$ cat src/rtl/upg_pkg.sv
// upg_pkg: shared RX states, bus widths and default baud/timeout constants for the UART program loader (UPG_PARITY_EN adds even parity)
package upg_pkg;

    localparam int UPG_ADR_W        = 15;
    localparam int UPG_DAT_W        = 32;
    localparam int DEF_CLKS_PER_BIT = 87;
    localparam int DEF_IDLE_TIMEOUT = 1000000;
    localparam int DEF_MAX_WORDS    = 32768;

    typedef enum logic [2:0] {
        RX_IDLE,
        RX_START,
        RX_DATA,
        RX_PARITY,
        RX_STOP,
        RX_WAIT_HIGH
    } rx_state_t;

endpackage

$ cat src/rtl/uart_rx_byte.sv
// uart_rx_byte: synchronised UART byte receiver, 8N1 by default, 8E1 when UPG_PARITY_EN is defined
module uart_rx_byte
    import upg_pkg::*;
#(
    parameter int CLKS_PER_BIT = DEF_CLKS_PER_BIT
) (
    input  logic       clk,
    input  logic       rst,
    input  logic       i_rx,
    output logic       o_byte_valid,
    output logic [7:0] o_byte_data,
    output logic       o_byte_err,
    output logic       o_idle
);

    localparam int            CW      = $clog2(CLKS_PER_BIT);
    localparam logic [CW-1:0] HALF_M1 = CW'(CLKS_PER_BIT / 2 - 1);
    localparam logic [CW-1:0] FULL_M1 = CW'(CLKS_PER_BIT - 1);

    rx_state_t     r_state;
    rx_state_t     w_state_nx;
    logic [1:0]    r_sync;
    logic [CW-1:0] r_cnt;
    logic [2:0]    r_bit;
    logic [7:0]    r_shift;
    logic          w_rx;
    logic          w_half;
    logic          w_full;
    logic          w_par_err;
`ifdef UPG_PARITY_EN
    logic          r_par_err;
`endif

    assign w_rx        = r_sync[1];
    assign w_half      = r_cnt == HALF_M1;
    assign w_full      = r_cnt == FULL_M1;
    assign o_byte_data = r_shift;
    assign o_idle      = r_state == RX_IDLE;
`ifdef UPG_PARITY_EN
    assign w_par_err   = r_par_err;
`else
    assign w_par_err   = 1'b0;
`endif

    // two-flop synchroniser; resets to the idle-high line level so release never looks like a start bit
    always_ff @(posedge clk) begin
        r_sync <= !rst ? 2'b11 : {r_sync[0], i_rx};
    end

    // RX state register
    always_ff @(posedge clk) begin
        r_state <= !rst ? RX_IDLE : w_state_nx;
    end

    // RX next-state: start is re-checked at half a bit, data/parity/stop are sampled at mid-bit
    always_comb begin
        w_state_nx = r_state;
        case (r_state)
            RX_IDLE:      if (!w_rx) w_state_nx = RX_START;
            RX_START:     if (w_half) w_state_nx = w_rx ? RX_IDLE : RX_DATA;
`ifdef UPG_PARITY_EN
            RX_DATA:      if (w_full && r_bit == 3'd7) w_state_nx = RX_PARITY;
            RX_PARITY:    if (w_full) w_state_nx = RX_STOP;
`else
            RX_DATA:      if (w_full && r_bit == 3'd7) w_state_nx = RX_STOP;
`endif
            RX_STOP:      if (w_full) w_state_nx = w_rx ? RX_IDLE : RX_WAIT_HIGH;
            RX_WAIT_HIGH: if (w_rx) w_state_nx = RX_IDLE;
            default:      w_state_nx = RX_IDLE;
        endcase
    end

    // RX outputs: a byte is reported only at the mid-stop-bit sample
    always_comb begin
        o_byte_valid = r_state == RX_STOP && w_full && w_rx && !w_par_err;
        o_byte_err   = r_state == RX_STOP && w_full && (!w_rx || w_par_err);
    end

    // bit timer restarts on every state change and every bit period; data shifts in LSB first
    always_ff @(posedge clk) begin
        if (!rst) begin
            r_cnt   <= '0;
            r_bit   <= '0;
            r_shift <= '0;
        end else begin
            r_cnt <= (r_state == RX_IDLE || w_state_nx != r_state || w_full) ? '0 : r_cnt + 1'b1;
            if (r_state == RX_START) begin
                r_bit <= '0;
            end else if (r_state == RX_DATA && w_full) begin
                r_bit   <= r_bit + 1'b1;
                r_shift <= {w_rx, r_shift[7:1]};
            end
        end
    end

`ifdef UPG_PARITY_EN
    // even parity: data plus parity bit must carry an even number of ones; error held until the next start
    always_ff @(posedge clk) begin
        if (!rst || r_state == RX_START) begin
            r_par_err <= 1'b0;
        end else if (r_state == RX_PARITY && w_full && w_rx != ^r_shift) begin
            r_par_err <= 1'b1;
        end
    end
`endif

endmodule

$ cat src/rtl/uart_prog_loader.sv
// uart_prog_loader: UART boot loader packing little-endian words onto the memory upg_* port (UPG_PARITY_EN selects 8E1 frames)
module uart_prog_loader
    import upg_pkg::*;
#(
    parameter int CLKS_PER_BIT = DEF_CLKS_PER_BIT,
    parameter int IDLE_TIMEOUT = DEF_IDLE_TIMEOUT,
    parameter int MAX_WORDS    = DEF_MAX_WORDS
) (
    input  logic                 clk,
    input  logic                 rst,
    input  logic                 rx_i,
    output logic                 upg_wen_o,
    output logic [UPG_ADR_W-1:0] upg_adr_o,
    output logic [UPG_DAT_W-1:0] upg_dat_o,
    output logic                 upg_done_o,
    output logic                 frame_err_o
);

    localparam int WCW = UPG_ADR_W + 1;
    localparam int TW  = $clog2(IDLE_TIMEOUT + 1);

    logic                 w_byte_valid;
    logic                 w_byte_err;
    logic                 w_rx_idle;
    logic [7:0]           w_byte_data;
    logic                 w_accept;
    logic                 w_counting;
    logic                 w_timeout;
    logic                 w_last;
    logic [1:0]           r_byte_cnt;
    logic [23:0]          r_word;
    logic [WCW-1:0]       r_word_cnt;
    logic [TW-1:0]        r_idle_cnt;
    logic                 r_wen;
    logic [UPG_ADR_W-1:0] r_adr;
    logic [UPG_DAT_W-1:0] r_dat;
    logic                 r_done;
    logic                 r_err;

    uart_rx_byte #(
        .CLKS_PER_BIT (CLKS_PER_BIT)
    ) u_rx (
        .clk          (clk),
        .rst          (rst),
        .i_rx         (rx_i),
        .o_byte_valid (w_byte_valid),
        .o_byte_data  (w_byte_data),
        .o_byte_err   (w_byte_err),
        .o_idle       (w_rx_idle)
    );

    assign w_accept   = w_byte_valid && !r_done;
    assign w_counting = w_rx_idle && (r_word_cnt != '0 || r_byte_cnt != '0);
    assign w_timeout  = !r_done && w_counting && r_idle_cnt == TW'(IDLE_TIMEOUT - 1);
    assign w_last     = r_wen && r_word_cnt == WCW'(MAX_WORDS - 1);

    assign upg_wen_o   = r_wen;
    assign upg_adr_o   = r_adr;
    assign upg_dat_o   = r_dat;
    assign upg_done_o  = r_done;
    assign frame_err_o = r_err;

    // byte assembler: first three bytes are buffered, the fourth launches a one-cycle write strobe
    always_ff @(posedge clk) begin
        if (!rst) begin
            r_byte_cnt <= '0;
            r_word     <= '0;
            r_wen      <= 1'b0;
            r_adr      <= '0;
            r_dat      <= '0;
        end else begin
            r_wen <= w_accept && r_byte_cnt == 2'd3;
            if (w_accept) begin
                r_byte_cnt <= r_byte_cnt + 1'b1;
                if (r_byte_cnt == 2'd3) begin
                    r_dat <= {w_byte_data, r_word};
                    r_adr <= r_word_cnt[UPG_ADR_W-1:0];
                end else begin
                    r_word[{r_byte_cnt, 3'b000} +: 8] <= w_byte_data;
                end
            end else if (w_timeout) begin
                r_byte_cnt <= '0;
            end
        end
    end

    // word address advances after each strobe; idle timer restarts on every accepted byte
    always_ff @(posedge clk) begin
        if (!rst) begin
            r_word_cnt <= '0;
            r_idle_cnt <= '0;
        end else begin
            if (r_wen) r_word_cnt <= r_word_cnt + 1'b1;
            r_idle_cnt <= w_accept ? '0 : w_counting && !r_done ? r_idle_cnt + 1'b1 : r_idle_cnt;
        end
    end

    // sticky completion and error flags; a partial word at timeout counts as a framing error
    always_ff @(posedge clk) begin
        if (!rst) begin
            r_done <= 1'b0;
            r_err  <= 1'b0;
        end else begin
            r_done <= r_done || w_timeout || w_last;
            r_err  <= r_err || (w_byte_err && !r_done) || (w_timeout && r_byte_cnt != '0);
        end
    end

endmodule

$ cat config.mk
export PLATFORM = sky130hd
export DESIGN_NAME = uart_prog_loader
export DESIGN_NICKNAME = d
export VERILOG_FILES = /design/src/rtl/upg_pkg.sv /design/src/rtl/uart_rx_byte.sv /design/src/rtl/uart_prog_loader.sv
export SDC_FILE = /design/constraint.sdc
export NUM_CORES = 1
export LEC_CHECK = 0
export ABC_AREA = 1
export ABC_CLOCK_PERIOD_IN_PS = 3200
export BUFFER_PORTS_ARGS = -buffer_cell sky130_fd_sc_hd__buf_2
export CAP_MARGIN = 20
export CORE_UTILIZATION = 52
export CTS_CLUSTER_DIAMETER = 30
export DETAILED_ROUTE_END_ITERATION = 6
export GPL_TIMING_DRIVEN = 0
export MAX_ROUTING_LAYER = met4
export PLACE_DENSITY_LB_ADDON = 0.3
export RECOVER_POWER = 25
export SYNTH_ARGS = -nofsm -noshare
export SYNTH_HDL_FRONTEND = slang
export SYNTH_HIERARCHICAL = 1
export SYNTH_SLANG_ARGS = --single-unit
export TNS_END_PERCENT = 10
$ cat constraint.sdc
create_clock -name clk -period 3.2 [get_ports clk]
set_clock_uncertainty 0.2 [all_clocks]
set_input_delay 0.64 -clock clk [delete_from_list [all_inputs] [get_ports clk]]
set_output_delay 0.64 -clock clk [all_outputs]
set_load 0.02 [all_outputs]
==> run metrics, run 1 <==
status=completed; register area share after synthesis=between 40 and 50%; Post-DP HPWL=9.91 mm; cts repair resizes=0; placed cell area=between 0.006 and 0.007 sq mm; CP endpoint kind=flop; CP max FO=10; number of buffers created by CTS=17; Horiz. Die Dim=between 100 and 150 microns; Final Net Count=approximately 920; DR vias=between 5000 and 6000; crit path max-delay cell type=buf_1; synth warn=6; Post-synth EDFFs=0; Placed Cells=roughly 1000; Total GRT Usage=between 20% and 30%; Finish-stage setup viols=0; Finished Layout Cells=1056; Yosys top cell area share=between 40% and 50%; Fin Hold WS=approximately 210 ps; top_reg_cell synth=dfxtp_1; Worst Hold Launch=rx_i; pwr dens=519 mW/mm^2; R2R Setup Slk=between 700 and 800 ps; post-CTS setup buffers=0; TritonCTS clock tree=built; final hold viol count=0; footprint of the multi-input gates=about 0.0029 sq mm; # rows=38; Layout Utilization=a little over three fifths; DR WL/cell=around 13 microns; setup TNS=0 ps; DRT Wirelength=between 10 and 15 mm; leakage power=2.57 nW; worst setup margin=around 770 ps; Critical path buffers and inverters=4; Area contributors post-synth=dfxtp_1 (45%), nand2_1 (9.7%), a21oi_1 (7.6%), nor2_1 (7.2%), nand3_1 (6.8%); Max Freq=0.411 GHz; Synth Register Bits=roughly 140; Placer Congestion=approximately 0.91; fill count=approximately 1000; CP arrival=between 2000 and 3000 ps; worst r2r src=u_rx/r_cnt[0]; share of synthesized registers carrying an async set or reset=0%; Core Region=between 0.01 and 0.015 sq mm; CP required=around 3300 ps; antenna violations before repair=0; largest net degree at the start of global routing=17; global-route wire length before repair=~23 mm; met1 GRT Util=33.6%; Ports=53; Clock Path Buffers=2; most frequent CP cell=nor2_1; most frequent cells in the layout=nand2_1 (156), dfxtp_1 (135), nor2_1 (118), a21oi_1 (92), nand3_1 (82); area leader, netlist=dfxtp_1; most common cell after layout, fill and taps aside=nand2_1; Top delay family on crit path=buffers and inverters; drt pass-1 iters=7; mapped cell area=approximately 0.006 sq mm; Setup WS pre-CTS=782 ps; share of layout cells above drive strength 1=roughly a tenth; Final min period=2430 ps; Reg clk slew, reported paths=50 ps; Max transition margin=roughly two thirds; worst-path cell chain=inv_1 -> ha_1 -> nand2_1 -> nor2_1 -> nand3_1 -> nor2_1 -> nand2_1 -> inv_2 -> nor2_2 -> inv_1 -> buf_1 -> nor2_1; DRT antenna net count=0; H-tree depth=4; Most Crowded Layer GR=met2; antenna fix cells=0; Yosys cell types=35; max incr delay on CP=440 ps; CP startpoint kind=flop; FF/Latch Area=between 0.002 and 0.003 sq mm; GR Util met2=between 30% and 40%; Syn Nets=848; Tcrit/Tclk final=roughly 76%; Critical path origin=u_rx/r_cnt[0]; Cells after Synth=approximately 830; max-cap viol count=0; vias per inst=between 5 and 6; worst skew pair latency=420 ps; design area=0.00699 sq mm; Area Growth Syn to Fin=16.0%; CTS hold repair buffers=0; RSZ-0062 raised after global routing=false; vias in the first global route=between 4000 and 5000; number of remaining DRC errors=0; total power=roughly 3.6 mW; Port-buffer cells=52; 1st-iter DRT viols=292; starting density of the core=a little over half; worst ir drop on vdd=between 0.3 and 0.4 mV; WS Path Type=flop to flop; CTS Sinks=roughly 140; GR Overflow Total=0; Worst-Margin Slew=around 520 ps; Hold Path Class=primary input to flop; Chip Height=110 microns; Final Max Tran Viols=0; CTS Root Cell=clkbuf_16; Mean Syn Cell Area=a little over 7 sq um; Die ar.=between 0.01 and 0.015 sq mm; GR Util met3=under 10%
layer usage:
| metal | up-vias | wire length [microns] |
|---|---|---|
| met4 | 0 | 148 |
| li1 | 2876 | - |
| met3 | 16 | 767 |
| met1 | 2542 | 6490 |
| met5 | - | 0 |
| met2 | 138 | 6300 |
cells by family after synthesis:
family,after synthesis,synth area share (%)
AND/OR/NAND/NOR,439,32.4
flip-flops,135,44.8
AO/OA/AOI/OAI,131,11.1
buffers and inverters,104,7.43
XOR/XNOR,12,1.74
adder cells (fa/ha/maj),12,2.49
cell type report:
type	instances	area share (%)
Timing Repair Buffer	52	3.17
Clock inverter	9	1.43
Tap cell	140	2.51
Multi-Input combinational cell	594	41.0
Clock buffer	22	6.78
Inverter	67	3.60
Buffer	37	2.81
Sequential cell	135	38.7
report_power, final:
group          switching (mW)  internal (mW)
Sequential            0.00235           1.68
Combinational          0.0428         0.0127
Clock                   0.690           1.19
Total                   0.735           2.89
synth_stat cells, types with 4 or more instances:
cell,number
nand2_1,156
dfxtp_1,135
nor2_1,115
a21oi_1,92
nand3_1,82
inv_1,59
nor3_1,46
o21ai_0,32
clkbuf_1,16
ha_1,12
nor2_2,11
buf_2,10
xor2_1,10
inv_2,7
nand4_1,6
buf_6,5
buf_1,4
nand3_2,4
nor3b_1,4
registers in the layout, indices dropped and copies added, names as in the netlist:
signal and count:
r_byte_cnt 2, upg_adr_o 15, u_rx/o_byte_data 8, upg_wen_o 1, u_rx/r_sync 2, u_rx/r_bit 3
upg_done_o 1, frame_err_o 1, u_rx/r_state 3, r_idle_cnt 20, r_word 24, upg_dat_o 32
r_word_cnt 16, u_rx/r_cnt 7
worst paths after layout:
| kind | cells past startpoint | endpoint |
|---|---|---|
| max | 12 | r_idle_cnt[9] |
| min | 2 | u_rx/r_sync[0] |
| max reg2reg | 12 | r_idle_cnt[9] |
| min reg2reg | 1 | u_rx/r_sync[1] |
Note: power is estimated with default switching activity, not from simulation.
==> run 2, diff against run 1 <==
--- a/config.mk
+++ b/config.mk
@@ -5,8 +5,8 @@
 export SDC_FILE = /design/constraint.sdc
 export NUM_CORES = 1
 export LEC_CHECK = 0
-export ABC_AREA = 1
-export ABC_CLOCK_PERIOD_IN_PS = 3200
+export ABC_AREA = 0
+export ABC_CLOCK_PERIOD_IN_PS = 2029
 export BUFFER_PORTS_ARGS = -buffer_cell sky130_fd_sc_hd__buf_2
 export CAP_MARGIN = 20
 export CORE_UTILIZATION = 52
==> constraint.sdc (replaced) <==
create_clock -name clk -period 2.03 [get_ports clk]
set_clock_uncertainty 0.2 [all_clocks]
set_input_delay 0.406 -clock clk [delete_from_list [all_inputs] [get_ports clk]]
set_output_delay 0.406 -clock clk [all_outputs]
set_load 0.02 [all_outputs]
==> run 2 against run 1 <==
Effect of this change:
- the run now ends with DRC, setup timing left
- combinational power increased by 110%
- largest cell class unchanged
- critical path type unchanged
- maximum frequency grew 1.4%
- highest routed layer unchanged
- first-iteration DRC count grew 15%
- total power up 65%
- sequential share of layout area fell by 2.9 points
==> run metrics, run 2 <==
status=finished with violations; failing checks=DRC, setup timing; Seq pwr share=~44%; Yosys cell types=56; max reg flops=32; area leader, netlist=dfxtp_1; Max Freq=roughly 0.42 GHz; Tcrit/Tclk final=118%; CTS Sinks=between 100 and 150; Critical path origin=u_rx/r_cnt[0]; Combinational Power Share=around 2%; final hold viol count=0; Placer Congestion=~0.84; H-tree depth=4; R2R Setup Slk=-370 ps; most frequent cells in the layout=nand2_1 (129), dfxtp_1 (125), a21oi_1 (65), buf_2 (41), nand3_1 (31); Finish-stage setup viols=between 90 and 100; register area share after synthesis=46.8%; CTS Root Cell=clkbuf_8; Finished Layout Cells=918; RSZ-0062 raised after global routing=true; Clock Path Buffers=2; Horiz. Die Dim=~110 microns; Total GRT Usage=26.2%; Chip Height=107 microns; mapped cell area=~0.0058 sq mm; Mean Syn Cell Area=roughly 8.6 sq um; Synth Register Bits=approximately 140; Worst Hold Launch=u_rx/r_sync[0]; vias in the first global route=between 4000 and 5000; Max transition margin=between 30% and 40%; Final min period=2400 ps; drt pass-1 iters=7; CP endpoint kind=flop; GR Overflow Total=0; antenna fix cells=0; # rows=38; Switching Fraction=20.6%; Clk pwr share=53.7%; DR WL/cell=~16 microns; Port-buffer cells=52; Fin Hold WS=between 200 and 250 ps; top_reg_cell synth=dfxtp_1; Final Max Tran Viols=0; number of remaining DRC errors=1; 1st-iter DRT viols=approximately 340; WS Path Type=flop to flop; share of layout cells above drive strength 1=roughly 28%; CP max FO=8; Die ar.=0.0115 sq mm; worst setup margin=-368 ps; CP arrival=between 2000 and 3000 ps; Hold Path Class=flop to flop; most used standard cell by instance count after synthesis=nand2_1; Syn Nets=about 690; CP startpoint kind=flop; synth warn=6; Reg clk slew, reported paths=60 ps; P_sw=1.24 mW; Post-DP HPWL=between 9 and 10 mm; DRT antenna net count=0; antenna violations before repair=0; DRT Wirelength=approximately 14 mm; Worst-Margin Slew=1000 ps; Post-synth EDFFs=0; Placed Cells=866; starting density of the core=53.3%; Area Growth Syn to Fin=31.6%; max-cap viol count=0; fill count=approximately 800; Yosys top cell area share=approximately 47%; Pint=4.75 mW; number of buffers created by CTS=17; DR vias=approximately 5200; Cells after Synth=674; share of synthesized registers carrying an async set or reset=0%; top cells by count, synth=nand2_1 (145), dfxtp_1 (135), a21oi_1 (91); worst ir drop on vdd=roughly 0.62 mV; leakage power=about 2.8 nW; largest net degree at the start of global routing=17; worst r2r src=u_rx/r_cnt[0]; Ports=53; Core Region=0.0108 sq mm; Area contributors post-synth=dfxtp_1 (47%), nand2_1 (9.4%), a21oi_1 (7.9%), nand3_1 (3.8%), ha_1 (2.6%); TritonCTS clock tree=built; vias per inst=5.70; global-route wire length before repair=~23 mm; CP required=about 2300 ps; Final Net Count=781; most common cell after layout, fill and taps aside=nand2_1; worst skew pair latency=around 550 ps; pwr dens=between 700 and 800 mW/mm^2
run 2: final cells by class:
class,instances,area (sq um),share of cell area [%]
clock inverters,11,173,2.27
flip-flops and latches,135,2720,35.7
well taps,140,175,2.30
plain buffers,32,315,4.15
repair buffers,77,498,6.55
inverters,13,51.3,0.675
clock buffers,20,445,5.86
multi-input cells,490,3230,42.5
run 2: cells by family (layout without fill, tap and decap cells):
family,count (synthesis),in the layout,synth area share [%]
mux,15,15,2.62
xor+xnor,19,19,2.88
simple gates,322,322,28.7
compound gates,122,122,12.6
buf+inv,49,153,3.85
fa+ha+maj,12,12,2.60
flops,135,135,46.8
run 2: path summary, 6_finish.rpt:
path | to | cells after the start
max | r_word[1] | 10
min | u_rx/r_sync[1] | 1
max reg2reg | r_word[1] | 10
min reg2reg | u_rx/r_sync[1] | 1
run 2: repair_timing:
| action | in CTS | in global routing |
|---|---|---|
| gates resized for setup | 72 | 55 |
| pin swaps | 30 | 20 |
| buffers inserted | 18 | 1 |
| endpoints found under the setup margin | 98 | 98 |
| hold endpoints to repair | 2 | 0 |
| hold buffers | 3 | 0 |
| gates cloned | 2 | 1 |
run 2: worst max-delay path, cell delays in order (launching register included):
cell	delay (ps)
dfxtp_2	320
inv_2	50
ha_4	110
or2b_4	250
or2_4	250
nor3_4	180
nor3b_4	290
buf_4	170
and2_4	220
nand3_2	100
a21oi_1	170
run 2: routing by layer:
layer	vias to the layer above	global-route usage, %	part of all wire [%]
met5	-	-	0
met4	0	10.7	2.3
met3	35	6.05	4.3
met2	144	41.5	48
met1	2520	32.2	45
li1	2538	-	-
run 2: power by group through the flow:
stage | clock network (mW) | registers [mW] | logic [mW]
2_1_floorplan | 0 | 2.71 | 0.0618
3_3_place_gp | 0 | 2.71 | 0.0870
3_5_place_dp | 0 | 2.71 | 0.0904
4_1_cts | 3.24 | 2.65 | 0.113
5_1_grt | 3.35 | 2.65 | 0.128
6_report | 3.21 | 2.65 | 0.119
run 2: through the flow:
| step | utilization [%] | power (mW) | area, sq um | TNS, ps | setup WS (ps) |
|---|---|---|---|---|---|
| after global placement | 58.1 | 2.80 | 6300 | -55990 | -724 |
| after global routing | 70.2 | 6.13 | 7600 | -37110 | -492 |
| final | 70.2 | 5.99 | 7600 | -26430 | -368 |
| after detailed placement | 58.1 | 2.80 | 6300 | -58890 | -781 |
| after floorplan | - | 2.77 | 5870 | -32160 | -385 |
| after CTS | 68.3 | 6.01 | 7400 | -30600 | -394 |
==> run 3, diff against run 2 <==
--- a/config.mk
+++ b/config.mk
@@ -16,6 +16,7 @@
 export MAX_ROUTING_LAYER = met4
 export PLACE_DENSITY_LB_ADDON = 0.3
 export RECOVER_POWER = 25
+export SETUP_SLACK_MARGIN = 0.1
 export SYNTH_ARGS = -nofsm -noshare
 export SYNTH_HDL_FRONTEND = slang
 export SYNTH_HIERARCHICAL = 1
==> run 3 against run 2 <==
Effect of this change:
- the run still ends with DRC, setup timing left
- critical endpoint is now upg_adr_o[3]
- hold slack hardly changed
- core utilization increased by 0.13 points
- non-clock buffer count rose by 3
- wire length is 1.0% higher
- maximum frequency decreased by 0.78%
- via count is 0.69% higher
- setup slack lost 19 ps
- sequential share of layout area shrank 0.081 points
- final cell count is 0.33% higher
- design area grew 0.18%
- register-to-register slack worse by 20 ps
==> run metrics, run 3 (synthesized netlist as in run 2, its figures left out) <==
largest net degree at the start of global routing=17; Pint=between 4 and 5 mW; Setup WS pre-CTS=-781 ps; Max Freq=between 0.4 and 0.5 GHz; share of layout cells above drive strength 1=27.4%; CP arrival=2680 ps; worst r2r src=u_rx/r_cnt[0]; Clk pwr share=a little over half; Ports=53; Combinational Power Share=2.0%; P_sw=around 1.2 mW; most frequent cells in the layout=nand2_1 (135), dfxtp_1 (126), a21oi_1 (62), buf_2 (41), nand3_1 (32); Switching Fraction=approximately 20%; DR vias=between 5000 and 6000; worst-path cell chain=inv_2 -> ha_4 -> or2b_4 -> or2_1 -> buf_6 -> nor3_4 -> nor2b_1 -> buf_4 -> and2_4 -> clkbuf_16 -> clkbuf_16 -> nand2_1 -> a21oi_1; Final Net Count=about 800; worst setup margin=-386 ps; Worst-Margin Slew=about 1000 ps; worst reg2reg path depth=13; # rows=38; DRT antenna net count=0; DR WL/cell=roughly 16 microns; total power=5.98 mW; max-cap viol count=0; drt pass-1 iters=7; RSZ-0062 raised after global routing=true; status=finished with violations; CP endpoint kind=flop; vias in the first global route=between 4000 and 5000; number of buffers created by CTS=17; Worst Hold Launch=u_rx/r_sync[0]; Finished Layout Cells=between 900 and 1000; leakage power=around 2.8 nW; Placer Congestion=between 0.8 and 0.9; antenna fix cells=0; Placed Cells=between 800 and 900; Core Region=around 0.011 sq mm; DRT Wirelength=about 15 mm; Hold Path Stages=1; global-route wire length before repair=around 23 mm; worst ir drop on vdd=approximately 0.6 mV; setup TNS=-30430 ps; 1st-iter DRT viols=370; CP startpoint kind=flop; most frequent CP cell=clkbuf_16; CP max FO=5; Post-DP HPWL=roughly 9.3 mm; Final Max Tran Viols=0; Area Growth Syn to Fin=31.8%; starting density of the core=a little over half; CP required=around 2300 ps; TritonCTS clock tree=built; worst skew pair latency=between 500 and 600 ps; max reg flops=32; Horiz. Die Dim=107 microns; Finish-stage setup viols=97; CTS Root Cell=clkbuf_8; Chip Height=107 microns; CTS Sinks=135; antenna violations before repair=0; H-tree depth=4; Reg clk slew, reported paths=approximately 60 ps; Die ar.=around 0.012 sq mm; WS Path Type=flop to flop; Max transition margin=30.2%; Clock Path Buffers=2; Seq pwr share=44.4%; final hold viol count=0; GR Overflow Total=0; Hold Path Class=flop to flop; Tcrit/Tclk final=119%; crit path max-delay cell type=dfxtp_2; most common cell after layout, fill and taps aside=nand2_1; Final min period=roughly 2400 ps; Critical path origin=u_rx/r_cnt[0]; vias per inst=roughly 5.7; number of remaining DRC errors=1; Total GRT Usage=between 20% and 30%; pwr dens=between 700 and 800 mW/mm^2; Layout Utilization=between 70% and 80%; max incr delay on CP=between 300 and 400 ps; failing checks=DRC, setup timing; Port-buffer cells=between 50 and 60
## run 3: changes by cell type in the layout (fill, tap and decap cells not counted), moves of 3 or more
cell     before  now
a21oi_1      65   62
a21oi_2      27   30
buf_8         5    9
nand2_1     129  135
nand2_4       8    3
## run 3: worst paths after layout
check,end,slack (ps)
hold reg to reg,u_rx/r_sync[1],200
hold / removal,u_rx/r_sync[1],200
setup / recovery,upg_adr_o[3],-390
setup reg to reg,upg_adr_o[3],-390
## run 3: through the flow
step	instance area, sq um	hold WS, ps
global route	7620	213
global placement	6300	192
detailed placement	6300	192
finish	7620	204
CTS	7420	38.5
floorplan	5870	186
## run 3: timing repair
action / CTS / global route
gates cloned: 2 / 0
resized for setup: 75 / 54
pin swaps: 42 / 25
endpoints found under the setup margin: 98 / 115
buffers inserted: 15 / 3
hold buffers: 3 / 0
endpoints found under the hold margin: 2 / 0
## run 3: worst max-delay path: cells and delay by family, from the launching register on
kind | cells | cell delay [ps]
and+or+nand+nor | 6 | 960
AOI/OAI and AO/OA | 1 | 130
DFF | 1 | 320
adders and majority gates | 1 | 110
buffers and inverters | 5 | 630
## run 3: power groups by stage
| stage | clock (mW) | combinational [mW] | sequential, mW |
|---|---|---|---|
| 5_1_grt | 3.35 | 0.130 | 2.65 |
| 3_5_place_dp | 0 | 0.0904 | 2.71 |
| 2_1_floorplan | 0 | 0.0618 | 2.71 |
| 3_3_place_gp | 0 | 0.0870 | 2.71 |
| 4_1_cts | 3.24 | 0.114 | 2.65 |
| 6_report | 3.21 | 0.122 | 2.65 |
## run 3: layout make-up
class,count,area (sq um)
Sequential cell,135,2720
Tap cell,140,175
Fill cell,794,3220
Buffer,36,373
Multi-Input combinational cell,490,3210
Clock buffer,20,445
Timing Repair Buffer,76,473
Inverter,13,51.3
Clock inverter,11,173
## run 3: routing by layer
layer	wire length, microns	GRT usage (%)	part of all wire [%]
met1	6410	32.1	44
met2	7230	42.2	49
met3	700	6.05	4.8
met4	303	10.8	2.1
met5	0	-	0
